**config.mk**
```make
export PLATFORM = sky130hd
export DESIGN_NAME = haze_recover_pipe_flat
export DESIGN_NICKNAME = d
export VERILOG_FILES = /design/src/rtl/haze_recover_pipe_if.sv /design/src/rtl/haze_recover_pipe.sv /design/src/flat_wrapper.sv
export SDC_FILE = /design/constraint.sdc
export NUM_CORES = 2
export LEC_CHECK = 0
export BUFFER_PORTS_ARGS = -buffer_cell sky130_fd_sc_hd__buf_2
export CORE_UTILIZATION = 41
export CTS_CLUSTER_SIZE = 28
export DETAILED_ROUTE_END_ITERATION = 12
export GPL_TIMING_DRIVEN = 0
export PLACE_DENSITY = 0.64
export SLEW_MARGIN = 20
export SYNTH_ARGS = -nofsm -noshare
export SYNTH_HDL_FRONTEND = slang
export SYNTH_SLANG_ARGS = --single-unit
```
**constraint.sdc**
```tcl
create_clock -name clk -period 13.2 [get_ports clk]
set_input_delay 0.66 -clock clk [delete_from_list [all_inputs] [get_ports clk]]
set_output_delay 0.66 -clock clk [all_outputs]
set_load 0.03 [all_outputs]
```
**src/rtl/haze_recover_pipe_if.sv**
```systemverilog
// Pixel-stream bundle for haze_recover_pipe.
// Ports:
//   pre_frame_vsync/href/clken : input timing, pixel valid when clken=1
//   pre_img    [CH*DW]         : hazy pixel, channel 0 in the LSB field
//   pre_tx_img [DW]            : transmission code aligned with pre_img
//   pre_A      [CH*DW]         : per-channel atmospheric light
//   bypass                     : 1 = forward pre_img unmodified
//   post_frame_vsync/href/clken: input timing delayed by the pipe latency
//   post_img   [CH*DW]         : recovered pixel
//   frame_sat_cnt [CW]         : saturated-pixel count of the last frame
interface haze_recover_pipe_if #(
    parameter int DW = 8,
    parameter int CH = 3,
    parameter int CW = 20
) ();
    logic               pre_frame_vsync;
    logic               pre_frame_href;
    logic               pre_frame_clken;
    logic [CH*DW-1:0]   pre_img;
    logic [DW-1:0]      pre_tx_img;
    logic [CH*DW-1:0]   pre_A;
    logic               bypass;
    logic               post_frame_vsync;
    logic               post_frame_href;
    logic               post_frame_clken;
    logic [CH*DW-1:0]   post_img;
    logic [CW-1:0]      frame_sat_cnt;

    modport master (
        output pre_frame_vsync, pre_frame_href, pre_frame_clken,
        output pre_img, pre_tx_img, pre_A, bypass,
        input  post_frame_vsync, post_frame_href, post_frame_clken,
        input  post_img, frame_sat_cnt
    );

    modport slave (
        input  pre_frame_vsync, pre_frame_href, pre_frame_clken,
        input  pre_img, pre_tx_img, pre_A, bypass,
        output post_frame_vsync, post_frame_href, post_frame_clken,
        output post_img, frame_sat_cnt
    );
endinterface

```
**src/rtl/haze_recover_pipe.sv**
```systemverilog
// Dehaze recovery: J = (I - A) / t + A per channel, evaluated as
// ((I - A) << FRAC + A*t) / t with a fully pipelined restoring divider.
// Ports:
//   clk  : sole clock, rising edge
//   rst  : synchronous active-high reset
//   bus  : haze_recover_pipe_if.slave, pixel stream in/out plus statistics
// Latency from input to output is NW + 2 cycles for data, timing and bypass.
module haze_recover_pipe #(
    parameter int DW     = 8,
    parameter int CH     = 3,
    parameter int FRAC   = 8,
    parameter int TX_MIN = 26,
    parameter int CW     = 20
) (
    input  logic               clk,
    input  logic               rst,
    haze_recover_pipe_if.slave bus
);
    localparam int NW  = DW + FRAC + 2;
    localparam int LAT = NW + 2;

    // Atmospheric light, latched on the input vsync rising edge.
    logic               vs_d;
    logic [CH*DW-1:0]   a_reg;

    // Stage 0 combinational numerator.
    logic [DW-1:0]      t_cur;
    logic [NW:0]        i_x, a_x, t_x, n_full, n_abs;
    logic [CH-1:0]      n_sign;
    logic [NW-1:0]      n_mag [CH];

    // Pipeline: index 0 is the stage-0 register, index j+1 the output of
    // divider stage j. Dividend/remainder/t are only needed as stage inputs.
    logic [DW-1:0]      p_t    [NW];
    logic [NW-1:0]      p_num  [NW][CH];
    logic [DW-1:0]      p_rem  [NW][CH];
    logic [NW-1:0]      p_quo  [NW+1][CH];
    logic [CH-1:0]      p_sign [NW+1];
    logic               p_byp  [NW+1];
    logic [CH*DW-1:0]   p_img  [NW+1];

    // Divider stage combinational results.
    logic [DW:0]        trial, diff;
    logic               d_bit  [NW][CH];
    logic [DW-1:0]      d_rem  [NW][CH];

    // Output stage.
    logic [NW-1:0]      q;
    logic [CH-1:0]      sat_c;
    logic [CH*DW-1:0]   out_j, out_img;
    logic               out_sat;
    logic [CH*DW-1:0]   post_img_r;
    logic               post_sat_r;
    logic [2:0]         tsr [LAT];

    // Statistics.
    logic               post_vs_d;
    logic               sat_hit;
    logic [CW-1:0]      run_cnt, sat_cnt_r;

    always_comb begin
        t_cur = (bus.pre_tx_img < DW'(TX_MIN)) ? DW'(TX_MIN) : bus.pre_tx_img;
    end

    // Numerator in NW+1-bit two's complement; the true value always fits,
    // so modular arithmetic in that width is exact.
    always_comb begin
        i_x    = '0;
        a_x    = '0;
        t_x    = '0;
        n_full = '0;
        n_abs  = '0;
        n_sign = '0;
        for (int unsigned c = 0; c < CH; c++) begin
            i_x            = '0;
            a_x            = '0;
            t_x            = '0;
            i_x[DW-1:0]    = bus.pre_img[c*DW +: DW];
            a_x[DW-1:0]    = a_reg[c*DW +: DW];
            t_x[DW-1:0]    = t_cur;
            n_full         = ((i_x - a_x) << FRAC) + a_x * t_x;
            n_abs          = n_full[NW] ? ('0 - n_full) : n_full;
            n_sign[c]      = n_full[NW];
            n_mag[c]       = n_abs[NW-1:0];
        end
    end

    // One restoring step per stage: shift in the next dividend MSB and
    // subtract t when the partial remainder allows it.
    always_comb begin
        trial = '0;
        diff  = '0;
        for (int unsigned j = 0; j < NW; j++) begin
            for (int unsigned c = 0; c < CH; c++) begin
                trial       = {p_rem[j][c], p_num[j][c][NW-1]};
                diff        = trial - {1'b0, p_t[j]};
                d_bit[j][c] = (trial >= {1'b0, p_t[j]});
                d_rem[j][c] = d_bit[j][c] ? diff[DW-1:0] : trial[DW-1:0];
            end
        end
    end

    always_comb begin
        q     = '0;
        sat_c = '0;
        out_j = '0;
        for (int unsigned c = 0; c < CH; c++) begin
            q        = p_quo[NW][c];
            sat_c[c] = !p_sign[NW][c] && (q[NW-1:DW] != '0);
            if (p_sign[NW][c])
                out_j[c*DW +: DW] = '0;
            else if (sat_c[c])
                out_j[c*DW +: DW] = '1;
            else
                out_j[c*DW +: DW] = q[DW-1:0];
        end
        out_img = p_byp[NW] ? p_img[NW] : out_j;
        out_sat = !p_byp[NW] && (|sat_c);
    end

    always_comb begin
        sat_hit = bus.post_frame_clken && post_sat_r;
    end

    always_ff @(posedge clk) begin
        if (rst) begin
            vs_d  <= 1'b0;
            a_reg <= '0;
            for (int unsigned k = 0; k < NW; k++) begin
                p_t[k] <= '0;
                for (int unsigned c = 0; c < CH; c++) begin
                    p_num[k][c] <= '0;
                    p_rem[k][c] <= '0;
                end
            end
            for (int unsigned k = 0; k <= NW; k++) begin
                p_sign[k] <= '0;
                p_byp[k]  <= 1'b0;
                p_img[k]  <= '0;
                for (int unsigned c = 0; c < CH; c++)
                    p_quo[k][c] <= '0;
            end
            for (int unsigned k = 0; k < LAT; k++)
                tsr[k] <= '0;
            post_img_r <= '0;
            post_sat_r <= 1'b0;
            post_vs_d  <= 1'b0;
            run_cnt    <= '0;
            sat_cnt_r  <= '0;
        end else begin
            vs_d <= bus.pre_frame_vsync;
            if (bus.pre_frame_vsync && !vs_d)
                a_reg <= bus.pre_A;

            p_t[0]    <= t_cur;
            p_sign[0] <= n_sign;
            p_byp[0]  <= bus.bypass;
            p_img[0]  <= bus.pre_img;
            for (int unsigned c = 0; c < CH; c++) begin
                p_num[0][c] <= n_mag[c];
                p_rem[0][c] <= '0;
                p_quo[0][c] <= '0;
            end

            for (int unsigned j = 0; j < NW; j++) begin
                p_sign[j+1] <= p_sign[j];
                p_byp[j+1]  <= p_byp[j];
                p_img[j+1]  <= p_img[j];
                for (int unsigned c = 0; c < CH; c++)
                    p_quo[j+1][c] <= {p_quo[j][c][NW-2:0], d_bit[j][c]};
            end
            for (int unsigned j = 0; j + 1 < NW; j++) begin
                p_t[j+1] <= p_t[j];
                for (int unsigned c = 0; c < CH; c++) begin
                    p_num[j+1][c] <= p_num[j][c] << 1;
                    p_rem[j+1][c] <= d_rem[j][c];
                end
            end

            post_img_r <= out_img;
            post_sat_r <= out_sat;

            tsr[0] <= {bus.pre_frame_vsync, bus.pre_frame_href, bus.pre_frame_clken};
            for (int unsigned k = 1; k < LAT; k++)
                tsr[k] <= tsr[k-1];

            // A hit in the vsync-rise cycle already belongs to the new frame.
            post_vs_d <= bus.post_frame_vsync;
            if (bus.post_frame_vsync && !post_vs_d) begin
                sat_cnt_r <= run_cnt;
                run_cnt   <= sat_hit ? CW'(1) : '0;
            end else if (sat_hit && run_cnt != '1) begin
                run_cnt <= run_cnt + CW'(1);
            end
        end
    end

    assign bus.post_frame_vsync = tsr[LAT-1][2];
    assign bus.post_frame_href  = tsr[LAT-1][1];
    assign bus.post_frame_clken = tsr[LAT-1][0];
    assign bus.post_img         = post_img_r;
    assign bus.frame_sat_cnt    = sat_cnt_r;

endmodule
```
**src/flat_wrapper.sv**
```systemverilog
// flat-port wrapper written by rule: the top's interface ports become plain ports
module haze_recover_pipe_flat 
#(
    parameter int DW     = 8,
    parameter int CH     = 3,
    parameter int FRAC   = 8,
    parameter int TX_MIN = 26,
    parameter int CW     = 20
)
  (clk, rst, bus_pre_frame_vsync, bus_pre_frame_href, bus_pre_frame_clken, bus_pre_img, bus_pre_tx_img, bus_pre_A, bus_bypass, bus_post_frame_vsync, bus_post_frame_href, bus_post_frame_clken, bus_post_img, bus_frame_sat_cnt);
  haze_recover_pipe_if #(.DW(DW), .CH(CH), .CW(CW)) bus_i ();
  input  logic clk;
  input  logic rst;
  input wire logic [$bits(bus_i.pre_frame_vsync)-1:0] bus_pre_frame_vsync;
  input wire logic [$bits(bus_i.pre_frame_href)-1:0] bus_pre_frame_href;
  input wire logic [$bits(bus_i.pre_frame_clken)-1:0] bus_pre_frame_clken;
  input wire logic [$bits(bus_i.pre_img)-1:0] bus_pre_img;
  input wire logic [$bits(bus_i.pre_tx_img)-1:0] bus_pre_tx_img;
  input wire logic [$bits(bus_i.pre_A)-1:0] bus_pre_A;
  input wire logic [$bits(bus_i.bypass)-1:0] bus_bypass;
  output wire logic [$bits(bus_i.post_frame_vsync)-1:0] bus_post_frame_vsync;
  output wire logic [$bits(bus_i.post_frame_href)-1:0] bus_post_frame_href;
  output wire logic [$bits(bus_i.post_frame_clken)-1:0] bus_post_frame_clken;
  output wire logic [$bits(bus_i.post_img)-1:0] bus_post_img;
  output wire logic [$bits(bus_i.frame_sat_cnt)-1:0] bus_frame_sat_cnt;
  assign bus_i.pre_frame_vsync = bus_pre_frame_vsync;
  assign bus_i.pre_frame_href = bus_pre_frame_href;
  assign bus_i.pre_frame_clken = bus_pre_frame_clken;
  assign bus_i.pre_img = bus_pre_img;
  assign bus_i.pre_tx_img = bus_pre_tx_img;
  assign bus_i.pre_A = bus_pre_A;
  assign bus_i.bypass = bus_bypass;
  assign bus_post_frame_vsync = bus_i.post_frame_vsync;
  assign bus_post_frame_href = bus_i.post_frame_href;
  assign bus_post_frame_clken = bus_i.post_frame_clken;
  assign bus_post_img = bus_i.post_img;
  assign bus_frame_sat_cnt = bus_i.frame_sat_cnt;
  haze_recover_pipe #(.DW(DW), .CH(CH), .FRAC(FRAC), .TX_MIN(TX_MIN), .CW(CW)) u_core (.clk(clk), .rst(rst), .bus(bus_i));
endmodule
```
==> summary.md <==
| Metric | Value |
|---|---|
| Sequential share of the synthesized area | `49.9%` |
| Clock sink count | `2260` |
| First-pass GRT wire length | `324000 um` |
| Psw | `6.84 mW` |
| CP startpoint kind | `primary input` |
| H-tree depth | `4` |
| Power per Cell Area | `204 nW/um2` |
| Initial antenna violation count | `15` |
| Die height | `472 um` |
| Hold buffer count at CTS | `19` |
| Setup crit end kind | `register` |
| Fillcell total | `20737` |
| Async SR Flop Fraction | `0%` |
| Layout net count | `10445` |
| Drt total wl | `208000 um` |
| Final Setup Violations | `0` |
| Routed WL per cell | `16.3 um` |
| Vias | `59829` |
| Die width | `472 um` |
| CP required | `13.91 ns` |
| CTS Buf Count | `218` |
| Final Slew Violations | `0` |
| Initial DRC count | `2941` |
| Most used DFF post-synth | `dfxtp_1` |
| Core box area | `220000 um2` |
| Seq. cell area | `45200 um2` |
| Root Buffer | `clkbuf_16` |
| Pint | `14.3 mW` |
| Post-DP HPWL | `164000 um` |
| Fmax | `138 MHz` |
| Critical path arrival | `7.96 ns` |
| Final Hold Viols | `0` |
| Vias in the first global route | `59735` |
| Total I/O pin count | `109` |
| Sw Ratio | `32.4%` |
| Global-route usage over all layers | `18.4%` |
| MaxCap Viol Count | `0` |
| Count of state elements after synthesis | `2260` |
| PortBufs | `107` |
| Leading area contributor after synthesis | `dfxtp_1` |
| Row count | `172` |
| Pre-antenna DRT Iters | `6` |
| Number of synthesized flops with an enable pin | `0` |
| GRT overflow | `0` |
| Combinational power share | `31.5%` |
| Cell area after synthesis | `90700 um2` |
| Post-Synthesis Cells | `9265` |
| RSZ-0062 raised after global routing | `false` |
| Top flop regs | `u_core.p_num: 513 flops, u_core.p_quo: 513 flops, u_core.p_img: 456 flops` |
| Synth cell types | `82` |
| Syn Area/Cell | `9.79 um2` |
| DRC viols | `0` |
| Clock buffer depth | `3` |
| Share of layout cells above drive strength 1 | `6.36%` |
| Mapped Nets | `10081` |
| CTS tree | `done` |
| GP Congestion | `0.897` |
| Final Skew | `0.0620 ns` |
| Post-CTS Setup Inserts | `0` |
| Initial Util | `41.3%` |
| Sequential share of power | `37.0%` |
| Pre-CTS WS | `4.95 ns` |
| Multi-input combinational cell area | `42000 um2` |
| Period utilisation layout | `55.0%` |
| Outcome | `finished clean` |
| Die area | `223000 um2` |
| RR Startpoint | `u_core.a_reg[0]$_SDFFE_PP0P_` |
| Max transition margin | `18.9%` |
| Vias/cell | `4.68` |
| Final worst slack | `5.95 ns` |
| CP Max Fanout | `10` |
| Minimum clock period after layout | `7.25 ns` |
| YS warnings | `0` |
| LEAKAGE | `42.7 nW` |
| Post-CTS sizing | `0` |
| Clock Power Share | `31.4%` |
| Synth area leaders | `dfxtp_1 (50%), nor2b_1 (12%), ha_1 (7.9%)` |
| Layout area overhead | `14.0%` |
| Fin Setup TNS | `0 ns` |
| Kind of critical path | `in -> reg` |
| Area fraction of the dominant cell type after synthesis | `49.9%` |
| Skew-Pair Late Insertion Delay | `0.86 ns` |
| Critical Path Source | `bus_pre_tx_img[5]` |
| Hold Crit Class | `in -> reg` |
| Slew @ Worst Pin | `1.22 ns` |
| Pin count of the biggest net entering global routing | `17` |
| Hold_sp | `bus_pre_A[13]` |
| Post-route ant nets | `0` |
| Clock transition at path regs | `0.07 ns` |
| Max VDD drop | `0.167 mV` |
worst paths after layout:
path | cells after the start | to | slack (ns)
worst max register to register | 18 | u_core.p_num[0][53]$_SDFF_PP0_ | 7.04
worst max-delay path | 25 | u_core.p_num[0][35]$_SDFF_PP0_ | 5.95
worst min register to register | 1 | u_core.p_num[0][207]$_SDFF_PP0_ | 0.39
worst min-delay path | 3 | u_core.a_reg[13]$_SDFFE_PP0P_ | 0.08
logic make-up (layout without fill, tap and decap cells):
group,Yosys count,count (layout),synth area share (%)
flops,2260,2260,49.9
compound gates,1284,1284,8.73
buf+inv,959,1513,4.01
simple gates,3598,3598,21.2
xor+xnor,267,267,2.59
fa+ha+maj,754,754,11.9
other cells,0,5,0
mux,143,143,1.64
cell type report:
type                    count  share of cell area [%]
well taps                2958                    3.58
plain buffers             338                    1.28
flip-flops and latches   2260                    43.7
multi-input cells        6046                    40.6
clock buffers             298                    6.00
diodes                      5                  0.0121
clock inverters           112                    1.63
repair buffers            144                   0.903
inverters                 621                    2.25
worst max-delay path: stages:
cell and delay (ns):
buf_2 0.29, nor3_1 0.19, a21boi_0 0.76, clkbuf_1 0.53, clkbuf_1 0.60, and2_1 0.25, ha_1 0.15, inv_1 0.05
fa_1 0.47, inv_1 0.05, fa_1 0.49, inv_1 0.07, fa_1 0.53, inv_1 0.04, ha_1 0.33, buf_6 0.15
and2_4 0.13, a31oi_1 0.19, nand2_1 0.15, nor4b_2 0.31, o311ai_2 0.16, or4_4 0.53, o41ai_2 0.38, xnor2_1 0.15
nor2_1 0.34
cell usage after synthesis (all sizes together), types with 31 or more instances:
library cell / number
nor2: 962
xor2: 116
dfxtp: 2260
nand2: 319
o31a: 31
nand2b: 143
inv: 621
ha: 574
xnor2: 150
a21o: 154
mux2i: 95
nand4: 45
o21ai: 259
fa: 180
nor3: 99
mux2: 48
nand3: 48
nor2b: 1753
a211oi: 127
a21oi: 511
a21boi: 63
and2: 127
clkbuf: 321
through the flow:
stage	hold slack [ns]	area (um2)	power, mW	util (%)	instances
detailed placement	0.420	95300	14.6	43.4	12348
global placement	0.415	94900	14.4	43.2	12330
CTS	0.0107	103000	21.3	47.1	12777
finish	0.0812	103000	21.1	47.1	12782
global route	0.0326	103000	22.4	47.1	12778
floorplan	0.414	90700	12.8	-	9265
placed cells by master, fill, tap and decap left out, types with 116 or more instances in the layout:
master / synthesis / layout
dfxtp_1: 2260 / 2260
nor2b_1: 1753 / 1753
nor2_1: 962 / 962
inv_1: 621 / 621
ha_1: 574 / 574
a21oi_1: 510 / 509
clkbuf_1: 320 / 342
nand2_1: 319 / 319
o21ai_0: 253 / 253
clkbuf_16: 0 / 219
fa_1: 180 / 180
a21o_1: 154 / 154
xnor2_1: 150 / 150
nand2b_1: 143 / 143
and2_1: 126 / 126
a211oi_1: 125 / 125
xor2_1: 116 / 116
routing by layer:
metal	vias to the layer above	global-route usage [%]	routed length [um]
met5	-	0	0
met1	27729	22.8	92700
met2	1004	32.4	101000
li1	30752	-	-
met4	0	6.85	7030
met3	344	2.47	7740
power by group through the flow:
stage / registers [mW] / logic, mW / clock network, mW
after floorplan: 7.80 / 5.04 / 0
after global placement: 7.97 / 6.45 / 0
after detailed placement: 7.98 / 6.63 / 0
after CTS: 7.83 / 6.67 / 6.80
after global routing: 7.87 / 7.46 / 7.09
final: 7.82 / 6.65 / 6.64
Note: power is estimated with default switching activity, not from simulation.
